[src/rtl/fifo_tx_scheduler.sv]
// rtl/fifo_tx_scheduler.sv - CPU-to-FIFO write path and FIFO-to-UART byte scheduler with optional inter-byte gap.
module fifo_tx_scheduler #(
   parameter int GAP_CYCLES = 0
) (
   input  logic        clock,
   input  logic        reset,
   input  logic        enable,
   input  logic        cpu_write,
   input  logic [7:0]  cpu_data,
   input  logic        flush,
   input  logic        clear_overflow,
   input  logic        fifo_full,
   input  logic        fifo_empty,
   input  logic [7:0]  fifo_rdata,
   input  logic        tx_busy,
   output logic        fifo_write,
   output logic [7:0]  fifo_wdata,
   output logic        fifo_read,
   output logic        fifo_clear,
   output logic        tx_start,
   output logic [7:0]  tx_data,
   output logic        cpu_ready,
   output logic        overflow,
   output logic [15:0] sent_count
);

   typedef enum logic [2:0] {
      IDLE,
      POP,
      LOAD,
      WAIT_ACK,
      WAIT_DONE,
      GAP
   } state_t;

   localparam logic [7:0] GAP_LOAD = (GAP_CYCLES == 0) ? 8'd0 : 8'(GAP_CYCLES - 1);

   state_t     state;
   state_t     state_next;
   logic [7:0] gap_cnt;
   logic [7:0] gap_next;

   assign fifo_write = cpu_write & ~fifo_full & ~fifo_clear;
   assign fifo_wdata = cpu_data;
   assign cpu_ready  = ~fifo_full;

   always_comb begin
      state_next = state;
      gap_next   = gap_cnt;
      fifo_read  = 1'b0;
      fifo_clear = 1'b0;
      tx_start   = 1'b0;
      case (state)
         IDLE: begin
            if (flush) begin
               fifo_clear = 1'b1;
            end else if (enable && !fifo_empty) begin
               fifo_read  = 1'b1;
               state_next = POP;
            end
         end
         POP: state_next = LOAD;
         LOAD: begin
            tx_start   = 1'b1;
            state_next = WAIT_ACK;
         end
         WAIT_ACK: begin
            if (tx_busy) state_next = WAIT_DONE;
         end
         WAIT_DONE: begin
            if (!tx_busy) begin
               if (GAP_CYCLES == 0) begin
                  state_next = IDLE;
               end else begin
                  gap_next   = GAP_LOAD;
                  state_next = GAP;
               end
            end
         end
         GAP: begin
            if (gap_cnt == 8'd0) state_next = IDLE;
            else                 gap_next   = gap_cnt - 8'd1;
         end
         default: state_next = IDLE;
      endcase
      // Pulses stay low while reset is held, so a byte popped before reset is never started.
      if (reset) begin
         fifo_read  = 1'b0;
         fifo_clear = 1'b0;
         tx_start   = 1'b0;
      end
   end

   always_ff @(posedge clock) begin
      if (reset) begin
         state      <= IDLE;
         gap_cnt    <= 8'd0;
         tx_data    <= 8'h00;
         overflow   <= 1'b0;
         sent_count <= 16'h0000;
      end else begin
         state   <= state_next;
         gap_cnt <= gap_next;
         // Non-showahead read data is valid during POP, so tx_data is ready for the start pulse.
         if (state == POP) tx_data <= fifo_rdata;
         if (state == LOAD) sent_count <= sent_count + 16'd1;
         if (cpu_write && fifo_full) overflow <= 1'b1;
         else if (clear_overflow)    overflow <= 1'b0;
      end
   end

endmodule

[config.mk]
export PLATFORM = sky130hd
export DESIGN_NAME = fifo_tx_scheduler
export DESIGN_NICKNAME = d
export VERILOG_FILES = /design/src/rtl/fifo_tx_scheduler.sv
export SDC_FILE = /design/constraint.sdc
export NUM_CORES = 1
export LEC_CHECK = 0
export BUFFER_PORTS_ARGS = -buffer_cell sky130_fd_sc_hd__buf_2
export CAP_MARGIN = 30
export CORE_MARGIN = 4
export CORE_UTILIZATION = 40
export CTS_CLUSTER_SIZE = 40
export DETAILED_ROUTE_END_ITERATION = 10
export GPL_TIMING_DRIVEN = 1
export PLACE_DENSITY = 0.64
export SLEW_MARGIN = 20
export SYNTH_ARGS = -nofsm -noshare
export SYNTH_HDL_FRONTEND = slang
export SYNTH_SLANG_ARGS = --single-unit
[constraint.sdc]
create_clock -name clock -period 3.5 [get_ports clock]
set_input_delay 0.175 -clock clock [delete_from_list [all_inputs] [get_ports clock]]
set_output_delay 0.175 -clock clock [all_outputs]
set_load 0.05 [all_outputs]
# ---- Word level (Yosys, flattened, before mapping)
# Cells that the tools add are included.
dict set report word_totals {
  regBits 36
  inputBits 25
  wordCells 47
}
dict set report classes {
  add_sub_neg 2
  n_eq_ne 10
  muxes 17
  bitwise 5
  reduce_logical 8
}
# operator count
set ops {}
lappend ops {{3-bit one-hot mux with 6 select lines} 1}
lappend ops {{16-bit by 1-bit adder with 16-bit output (second input constant)} 1}
lappend ops {{3-bit 2-to-1 mux} 5}
lappend ops {{1-bit 2-to-1 mux} 11}
lappend ops {{2-bit inequality test (second input constant)} 5}
lappend ops {{8-bit zero test} 1}
lappend ops {{8-bit by 1-bit subtractor with 8-bit output (second input constant)} 1}
lappend ops {{3-bit by 2-bit equality test with 1-bit output (second input constant)} 2}
lappend ops {{3-bit equality test (second input constant)} 2}
lappend ops {{5-bit AND reduction} 1}
lappend ops {{3-bit by 1-bit equality test with 1-bit output (second input constant)} 1}
lappend ops {{3-bit zero test} 1}
lappend ops {{1-bit NOT} 3}
lappend ops {{1-bit AND} 2}
lappend ops {{1-bit logical AND} 2}
lappend ops {{2-bit AND reduction} 1}
lappend ops {{2-bit nonzero test} 1}
lappend ops {{1-bit zero test} 1}

# ---- Logic depth before layout (Yosys ltp)
# Gate-level depths: netlist (run 1).
dict set report depth {
  ltp_word 6
  ltp_mapped 6
}

# ---- Worst setup path after synthesis (run 1)
# No wires, ideal clock.
dict set report synth_path {
  path_kind {reg-to-output}
  start {register state[1]}
  end {output port fifo_write}
  arrival_ps 2207
  t_required_ps 3325
  slack_ps 1118
  stages_incl_launch_ff 5
  path_buffers 1
  path_cell_list {dfxtp_1 > clkbuf_1 > nor2_1 > and3_1 > nor3b_1}
}
dict set report synth_via {
  elab_chain_cells 5
}
# item line_no
set synth_lines {}
lappend synth_lines {{start, declared} 38} ;# state_t state;
lappend synth_lines {{start signal, assigned} 102} ;# state <= state_next;
lappend synth_lines {{3-bit zero test} 53} ;# case (state)
lappend synth_lines {{1-bit 2-to-1 mux} 53}
lappend synth_lines {{1-bit 2-to-1 mux} 87} ;# if (reset) begin
lappend synth_lines {{net fifo_clear} 19} ;# output logic fifo_clear,
lappend synth_lines {{1-bit NOT} 43} ;# assign fifo_write = cpu_write & ~fifo_full & ~fifo_clear;
lappend synth_lines {{1-bit AND} 43}
lappend synth_lines {{end, declared} 16} ;# output logic fifo_write,
# The timed path passes the listed nets, and every way through them passes these cells.

# ---- Final worst setup path (run 1)
dict set report layout_path {
  start {register state[1]}
  end {register sent_count[15]}
}
dict set report layout_via {
  elab_chain_cells 1
}
# item line_no
set layout_lines {}
lappend layout_lines {{3-bit by 2-bit equality test with 1-bit output} 106} ;# if (state == LOAD) sent_count <= sent_count + 16'd1;
lappend layout_lines {{end signal, assigned} 106}
lappend layout_lines {{end, declared} 24} ;# output logic [15:0] sent_count
# No other way between the ends.
# A chain may end at the register's enable or synchronous reset.

==> results of run 1 <==
-- power by group through the flow --
stage                     Sequential [mW]  Combinational (mW)  Clock [mW]
after CTS                           0.423              0.0788       0.282
after floorplan                     0.448              0.0679           0
after global routing                0.425              0.0846       0.296
after detailed placement            0.432              0.0788           0
final                               0.423              0.0778       0.271
after global placement              0.432              0.0781           0
-- cell type report --
type,instances,area (um^2),share of cell area
Multi-Input combinational cell,130,848,0.430
Clock inverter,1,5.00,0.00253
Timing Repair Buffer,48,243,0.123
Clock buffer,6,72.6,0.0368
Sequential cell,36,721,0.365
Inverter,6,22.5,0.0114
Tap cell,50,62.6,0.0317
-- synthesized netlist by cell type (2+ instances only) --
master / count
nor3b_1: 3
or3_1: 4
nand2b_1: 3
o21ai_0: 6
a211oi_1: 2
ha_1: 3
nand2_1: 4
and4_1: 2
a2111oi_0: 2
nor2_1: 30
nor4_1: 4
xor2_1: 6
nand3_1: 5
a21oi_1: 10
buf_6: 2
mux2i_1: 9
inv_1: 6
nor4b_1: 3
nand4_1: 4
buf_4: 8
dfxtp_1: 36
and3_1: 4
nor3_1: 2
or2_2: 2
clkbuf_1: 6
or4_1: 2
xnor2_1: 11
-- registers in the layout, indices dropped and copies added, names as in the netlist --
name and flops:
gap_cnt 8, tx_data 8, sent_count 16, state 3
overflow 1
-- routing by layer --
metal | vias up | global-route usage
li1 | 726 | -
met1 | 586 | 0.182
met2 | 45 | 0.179
met3 | 2 | 0.0397
met4 | 0 | 0.0382
met5 | - | 0
-- per-stage QoR --
step	worst slack (ps)	cells	hold WS, ps	total power, mW
detailed placement	1420	269	350	0.511
finish	1410	277	133	0.772
global route	1330	277	133	0.806
global placement	1480	269	350	0.511
CTS	1410	276	123	0.784
floorplan	1120	190	285	0.516
-- worst min-delay path, stage by stage --
cell and delay [ps]:
buf_2 70, mux2i_1 50, nor2_1 70
-- worst max-delay path by stage --
stage,from,endpoint,slack [ps],depth (start not counted)
2_1_floorplan,state[1],fifo_write,1120,4
3_3_place_gp,state[1],sent_count[15],1480,4
3_5_place_dp,state[1],sent_count[15],1420,4
4_1_cts,state[1],sent_count[15],1410,4
5_1_grt,state[1],sent_count[15],1330,4
6_report,state[1],sent_count[15],1410,4
-- cells in the final DEF, fill, tap and decap left out, types with 6 or more instances in the layout --
master / n
nor2_1: 30
dfxtp_1: 36
xor2_1: 6
mux2i_1: 9
a21oi_1: 10
buf_2: 46
o21ai_0: 6
inv_1: 6
xnor2_1: 11
-- kinds of logic (layout without fill, tap and decap cells) --
group                      count (synthesis)  after routing  share of synthesized area
and+or+nand+nor                           78             78                      0.255
DFF                                       36             36                      0.423
buffers and inverters                     24             61                     0.0800
AOI/OAI and AO/OA                         23             23                     0.0800
xor gates and xnor gates                  17             17                     0.0873
muxes                                      9              9                     0.0528
adders and majority gates                  3              3                     0.0220
==> results.py, run 1 <==
metrics = {
    "timing": {
        "finalSetupViolCount": 0,
        "tightest_slew_ps": 666,
        "relSlewSlack": 0.556,
        "rsz0062_at_grt": "no",
        "fin_crit_sh": 0.598,
        "fmax_ghz": 0.478,
        "finalMaxSlewViolations": 0,
        "period_needed_ps": 2090,
        "setup_tns_ps": 0,
        "final_hold_viol_count": 0,
        "clock_skew_ps": 2.22,
    },
    "finish": {
        "drive_gt1_frac": 0.269,
        "final_area_mm2": 0.00197,
        "nFillCells": 369,
        "area_growth_pct": 15.8,
        "nets": 255,
        "antenna_cells": 0,
        "fin_util": 0.487,
    },
    "worst_setup_path": {
        "cp_cell_sequence": "or3b_4 -> or3_4 -> or4_1 -> a21oi_1",
        "cp-end-kind": "flip-flop",
        "path_class": "flip-flop to flip-flop",
        "path_buf_inv": 0,
        "max_stage_delay_ps": 490,
        "r2r-start": "state[1]",
        "path_max_fanout": 11,
        "reg2reg_depth": 4,
        "arrival_ps": 2290,
        "critical-path-top-delay-family": "simple AND/OR/NAND/NOR gates",
        "r2r_slack_ps": 1410,
        "start_kind": "flip-flop",
        "reg2reg_to": "sent_count[15]",
        "slowest_stage": "dfxtp_1",
        "required_ps": 3700,
    },
    "clocking": {
        "cts_tree": "done",
        "cts_sinks": 36,
        "post_cts_buffers": 0,
        "clk_latency_ps": 270,
        "clk_pin_slew_worst_paths_ps": 70,
        "h-tree-depth": 2,
        "cts-root-buf": "clkbuf_8",
        "ctsResizeCount": 0,
        "cts_buffer_depth": 2,
        "numCtsBuffers": 5,
        "ctsHoldBuffers": 0,
    },
    "global_route": {
        "grt.total_usage": 0.126,
        "grt_pass1_vias": 1215,
        "grt_antenna_before_repair": 0,
        "grt_first_pass_wirelength_mm": 5.48,
        "grt_max_degree": 38,
        "grt_overflow": 0,
    },
    "yosys": {
        "synth_top_area_cell": "dfxtp_1",
        "syn_area_mm2": 0.00171,
        "synth_cell_type_count": 38,
        "syn_avg_cell_area_um2": 8.98,
        "syn_nets": 218,
        "synth_top_area_share": 0.423,
        "ys_ff_latch": 36,
        "synth_area_leaders": "dfxtp_1 42%, nor2_1 6.6%, xnor2_1 5.6%",
        "synthesis.instances": 190,
        "ys_seq_area_frac": 0.423,
        "ys_async_sr_fraction": 0,
        "ys.flop_type": "dfxtp_1",
        "synth-edff-count": 0,
        "yosysWarnings": 0,
    },
    "die": {
        "coreArea_mm2": 0.00406,
        "dieWidth_um": 73.3,
        "start_util": 0.420,
        "io_pins": 63,
        "die_area_mm2": 0.00537,
        "die_h_um": 73.3,
        "rows": 23,
    },
    "job": {
        "maxCapViolCount": 0,
    },
    "min_path": {
        "worstHoldEndpoint": "tx_data[1]",
        "min_from": "fifo_rdata[1]",
        "min_path_cells": 3,
        "hold_class": "primary input to flip-flop",
    },
    "power": {
        "combPwrFrac": 0.101,
        "power_frac_clock": 0.351,
        "power.switching_mw": 0.195,
        "p_leak_nw": 0.837,
        "peakVddDrop_v": 0.000252,
        "power-per-cell-area_mw_per_mm2": 391,
        "p_seq_frac": 0.548,
        "switching_share": 0.253,
        "internal_power_mw": 0.577,
    },
    "detailed_routing": {
        "wire_per_inst_um": 11.8,
        "ant_nets": 0,
        "first_pass_iters": 4,
        "drcViolationCount": 0,
        "top_layer_used": "met4",
        "first_iter_violations": 67,
        "vias": 1359,
        "viasPerCell": 4.91,
        "wirelength_mm": 3.26,
        "wl_met2_mm": 1.31,
        "wl_met3_um": 254,
        "wl_met1_mm": 1.68,
    },
    "placed_design": {
        "portBuffers": 46,
        "globalplace.congestion": 0.751,
        "placed_cell_area_mm2": 0.00189,
        "hpwl_mm": 2.34,
    },
    "status": {
        "status": "finished clean",
    },
}
(Power assumes the default switching activity.)
==> run 2, diff against run 1 <==
--- a/config.mk
+++ b/config.mk
@@ -12,7 +12,7 @@
 export CTS_CLUSTER_SIZE = 40
 export DETAILED_ROUTE_END_ITERATION = 10
 export GPL_TIMING_DRIVEN = 1
-export PLACE_DENSITY = 0.64
+export PLACE_DENSITY = 0.67
 export SLEW_MARGIN = 20
 export SYNTH_ARGS = -nofsm -noshare
 export SYNTH_HDL_FRONTEND = slang
==> constraint.sdc (replaced) <==
create_clock -name clock -period 1.9 [get_ports clock]
set_input_delay 0.095 -clock clock [delete_from_list [all_inputs] [get_ports clock]]
set_output_delay 0.095 -clock clock [all_outputs]
set_load 0.05 [all_outputs]
==> run 2 against run 1 <==
Net effect:
- clock-buffer cell count unchanged
- clock power up 100%
- setup slack worse by 1200 ps
- critical endpoint unchanged
==> results.py, run 2 (synthesis gave the netlist of run 1 again) <==
metrics = {
    "status": {
        "status": "finished clean",
    },
    "finish": {
        "regMostFlops": "sent_count",
        "nets": 261,
        "layout_commonest_cell": "buf_2",
        "fin_util": 0.508,
        "drive_gt1_frac": 0.338,
        "antenna_cells": 0,
        "largestRegisters": "sent_count: 16 flops, gap_cnt: 8 flops, tx_data: 8 flops",
        "area_growth_pct": 21.0,
        "final_area_mm2": 0.00206,
        "mostFrequentLayoutCells": "46 x buf_2, 30 x nor2_1, 29 x dfxtp_1",
        "largest_register_ffs": 16,
    },
    "detailed_routing": {
        "viasPerCell": 5.03,
        "ant_nets": 0,
        "wire_per_inst_um": 12.0,
        "top_layer_used": "met4",
        "wl_met2_mm": 1.38,
        "wirelength_mm": 3.41,
        "first_pass_iters": 4,
        "wl_met1_mm": 1.70,
        "drcViolationCount": 0,
        "vias": 1428,
        "first_iter_violations": 85,
        "wl_met3_um": 274,
    },
    "min_path": {
        "hold_class": "primary input to flip-flop",
        "min_path_cells": 2,
        "worstHoldEndpoint": "state[1]",
        "min_from": "tx_busy",
    },
    "worst_setup_path": {
        "r2r-start": "state[1]",
        "reg2reg_depth": 4,
        "arrival_ps": 1950,
        "reg2reg_to": "sent_count[15]",
        "path_max_fanout": 5,
        "required_ps": 2120,
        "cp-end-kind": "flip-flop",
        "r2r_slack_ps": 170,
        "path_class": "flip-flop to flip-flop",
        "start_kind": "flip-flop",
    },
    "die": {
        "die_area_mm2": 0.00537,
        "dieWidth_um": 73.3,
        "start_util": 0.420,
        "coreArea_mm2": 0.00406,
        "rows": 23,
        "io_pins": 63,
        "die_h_um": 73.3,
    },
    "timing": {
        "fmax_ghz": 0.578,
        "rsz0062_at_grt": "no",
        "fin_crit_sh": 0.911,
        "clock_skew_ps": 5.68,
        "finalSetupViolCount": 0,
        "period_needed_ps": 1730,
        "setup_ws_ps": 169,
        "relSlewSlack": 0.645,
        "finalMaxSlewViolations": 0,
        "final_hold_viol_count": 0,
        "tightest_slew_ps": 531,
    },
    "power": {
        "power-per-cell-area_mw_per_mm2": 721,
        "peakVddDrop_v": 0.000509,
        "p_leak_nw": 0.888,
    },
    "clocking": {
        "post_cts_buffers": 0,
        "ctsHoldBuffers": 0,
        "h-tree-depth": 2,
        "clk_latency_ps": 280,
        "numCtsBuffers": 5,
        "cts_tree": "done",
        "cts_sinks": 36,
        "cts-root-buf": "clkbuf_8",
        "ctsResizeCount": 1,
        "cts_buffer_depth": 2,
        "clk_pin_slew_worst_paths_ps": 70,
    },
    "global_route": {
        "grt_antenna_before_repair": 0,
        "grt_pass1_vias": 1258,
        "grt_overflow": 0,
        "grt.total_usage": 0.135,
        "grt_max_degree": 25,
        "grt_first_pass_wirelength_mm": 5.67,
    },
    "placed_design": {
        "placed_cell_area_mm2": 0.00196,
        "globalplace.congestion": 0.757,
        "hpwl_mm": 2.48,
        "portBuffers": 46,
        "pre_cts_slack_ps": -97.5,
    },
    "job": {
        "maxCapViolCount": 0,
    },
}
==> run 2: cell count changes in the layout (fill, tap and decap cells not counted), moves of 2 or more <==
| cell | change |
|---|---|
| buf_4 | +7 |
| dfxtp_1 | -7 |
| dfxtp_2 | +7 |
| nor4b_2 | +2 |
| nor4b_1 | -2 |
==> run 2: area by class of cell <==
cell class,count,area (um^2)
clock buffers,6,82.6
clock inverters,2,10.0
fillers,375,1990
inverters,6,22.5
multi-input cells,130,866
flip-flops and latches,36,729
well taps,50,62.6
repair buffers,54,290
==> run 2: through the flow <==
stage	total power [mW]	hold slack [ps]	setup TNS, ps	cells
finish	1.49	43.3	0	284
global route	1.54	38.5	0	284
CTS	1.51	33.4	0	284
detailed placement	0.952	190	-354	276
global placement	0.950	190	-227	276
floorplan	0.953	205	-13.2	190
==> run 2: metal layers <==
layer	up-vias	GRT usage
met2	43	0.205
met1	647	0.182
met4	0	0.0443
li1	734	-
met5	-	0
met3	4	0.0424
==> run 2: critical path, stage by stage (launching register included) <==
cell,delay [ps]
dfxtp_1,330
or3b_4,380
or3_4,370
or4_1,470
a21oi_1,130
==> run 2: how the worst max path moves through the flow <==
stage | cells after the start | slack, ps | start | to
6_report | 4 | 170 | state[1] | sent_count[15]
3_3_place_gp | 6 | -80 | gap_cnt[0] | gap_cnt[0]
2_1_floorplan | 6 | -10 | state[0] | sent_count[15]
4_1_cts | 4 | 160 | state[1] | sent_count[15]
5_1_grt | 6 | 6 | gap_cnt[0] | gap_cnt[0]
3_5_place_dp | 6 | -100 | gap_cnt[0] | gap_cnt[0]
==> run 2: power breakdown <==
part	switching (mW)	internal (mW)	total, mW
combinational	0.105	0.0538	0.159
sequential	0.00757	0.767	0.775
clock	0.265	0.289	0.554
total	0.377	1.11	1.49
==> run 3, diff against run 2 <==
--- a/config.mk
+++ b/config.mk
@@ -13,6 +13,7 @@
 export DETAILED_ROUTE_END_ITERATION = 10
 export GPL_TIMING_DRIVEN = 1
 export PLACE_DENSITY = 0.67
+export RECOVER_POWER = 50
 export SLEW_MARGIN = 20
 export SYNTH_ARGS = -nofsm -noshare
 export SYNTH_HDL_FRONTEND = slang
==> run 3 against run 2 <==
Net effect:
- clock skew barely moved
- cell area shrank 1.6%
- hold slack hardly changed
- clock power is essentially flat
- fmax about the same
- first-iteration DRC count grew 1.2%
- via count increased by 0.63%
- critical path depth unchanged
- power down 0.20%
- routed wire length is the same
==> results.py, run 3 (synthesis gave the netlist of run 1 again) <==
metrics = {
    "status": {
        "status": "finished clean",
    },
    "timing": {
        "final_hold_viol_count": 0,
        "rsz0062_at_grt": "no",
        "fin_crit_sh": 0.912,
        "setup_tns_ps": 0,
        "relSlewSlack": 0.598,
        "finalSetupViolCount": 0,
        "fmax_ghz": 0.577,
        "clock_skew_ps": 5.18,
        "tightest_slew_ps": 605,
        "finalMaxSlewViolations": 0,
        "period_needed_ps": 1730,
        "setup_ws_ps": 168,
        "hold_slack_ps": 43.4,
    },
    "finish": {
        "final_area_mm2": 0.00203,
        "mostFrequentLayoutCells": "30 x nor2_1, 29 x dfxtp_1, 26 x clkbuf_1",
        "regMostFlops": "sent_count",
        "area_growth_pct": 19.1,
        "drive_gt1_frac": 0.226,
        "largest_register_ffs": 16,
        "nets": 261,
        "final_cells": 284,
        "layout_commonest_cell": "nor2_1",
        "fin_util": 0.500,
        "largestRegisters": "sent_count: 16 flops, gap_cnt: 8 flops, tx_data: 8 flops",
        "antenna_cells": 0,
    },
    "worst_setup_path": {
        "r2r_slack_ps": 170,
        "required_ps": 2120,
        "worstSetupStartpoint": "state[1]",
        "start_kind": "flip-flop",
        "max_stage_delay_ps": 470,
        "cp-end-kind": "flip-flop",
        "crit_cells": 4,
        "reg2reg_depth": 4,
        "slowest_stage": "or4_1",
        "path_buf_inv": 0,
        "r2r-start": "state[1]",
        "arrival_ps": 1950,
        "critical-path-top-delay-family": "simple AND/OR/NAND/NOR gates",
        "reg2reg_to": "sent_count[15]",
        "endpoint": "sent_count[15]",
        "cp_cell_sequence": "or3b_4 -> or3_4 -> or4_1 -> a21oi_1",
        "path_max_fanout": 5,
        "path_class": "flip-flop to flip-flop",
    },
    "die": {
        "io_pins": 63,
        "dieWidth_um": 73.3,
        "rows": 23,
        "coreArea_mm2": 0.00406,
        "start_util": 0.420,
        "die_h_um": 73.3,
        "die_area_mm2": 0.00537,
    },
    "placed_design": {
        "placed_cell_area_mm2": 0.00196,
        "globalplace.congestion": 0.757,
        "portBuffers": 46,
        "pre_cts_slack_ps": -97.5,
        "dp_cells": 276,
        "hpwl_mm": 2.48,
    },
    "global_route": {
        "grt_overflow": 0,
        "grt_pass1_vias": 1258,
        "grt_first_pass_wirelength_mm": 5.67,
        "grt_antenna_before_repair": 0,
        "grt.total_usage": 0.135,
        "grt_max_degree": 25,
    },
    "job": {
        "maxCapViolCount": 0,
    },
    "clocking": {
        "h-tree-depth": 2,
        "cts_tree": "done",
        "cts-root-buf": "clkbuf_8",
        "cts_buffer_depth": 2,
        "clk_latency_ps": 280,
        "numCtsBuffers": 5,
        "cts_sinks": 36,
        "post_cts_buffers": 0,
        "clk_pin_slew_worst_paths_ps": 70,
    },
    "power": {
        "switching_share": 0.254,
        "power-per-cell-area_mw_per_mm2": 731,
        "p_seq_frac": 0.522,
        "total_power_mw": 1.48,
        "combPwrFrac": 0.105,
        "power_frac_clock": 0.373,
        "power.switching_mw": 0.377,
        "peakVddDrop_v": 0.000507,
        "internal_power_mw": 1.11,
        "p_leak_nw": 0.776,
    },
    "detailed_routing": {
        "drcViolationCount": 0,
        "wire_per_inst_um": 12.0,
        "viasPerCell": 5.06,
        "first_iter_violations": 86,
        "first_pass_iters": 4,
        "vias": 1437,
        "wirelength_mm": 3.41,
        "ant_nets": 0,
    },
    "min_path": {
        "hold_class": "primary input to flip-flop",
    },
}
[run 3: changes by cell type in the layout (fill, tap and decap cells not counted)]
cell,change
buf_2,-26
clkbuf_1,+26
[run 3: power groups by stage]
stage / Clock (mW) / Combinational, mW / Sequential (mW)
floorplan: 0 / 0.127 / 0.826
global placement: 0 / 0.158 / 0.792
detailed placement: 0 / 0.160 / 0.792
CTS: 0.575 / 0.160 / 0.775
global route: 0.596 / 0.170 / 0.776
finish: 0.554 / 0.155 / 0.775
[run 3: worst min-delay path by stage]
stage | from | to | slack (ps) | depth (start not counted)
2_1_floorplan | tx_busy | state[1] | 210 | 1
3_3_place_gp | cpu_data[5] | fifo_wdata[5] | 190 | 0
3_5_place_dp | cpu_data[5] | fifo_wdata[5] | 190 | 0
4_1_cts | tx_busy | state[1] | 30 | 2
5_1_grt | fifo_rdata[0] | tx_data[0] | 40 | 3
6_report | tx_busy | state[1] | 40 | 2
[run 3: cell type report]
cell class              count  area (um^2)
fillers                   388         2030
multi-input cells         130          866
flip-flops and latches     36          729
repair buffers             54          258
clock buffers               6         82.6
well taps                  50         62.6
inverters                   6         22.5
clock inverters             2         10.0
[run 3: per-layer routing]
metal / vias up / wire length (um) / GRT usage
met2: 51 / 1370 / 0.205
met1: 648 / 1640 / 0.182
met3: 4 / 340 / 0.0424
li1: 734 / - / -
met4: 0 / 53 / 0.0443
met5: - / 0 / 0
[run 3: what timing repair did]
| item | 4_1_cts | 5_1_grt |
|---|---|---|
| hold buffers | 0 | 0 |
| resized for setup | 1 | 0 |
| endpoints found under the setup margin | 6 | 0 |
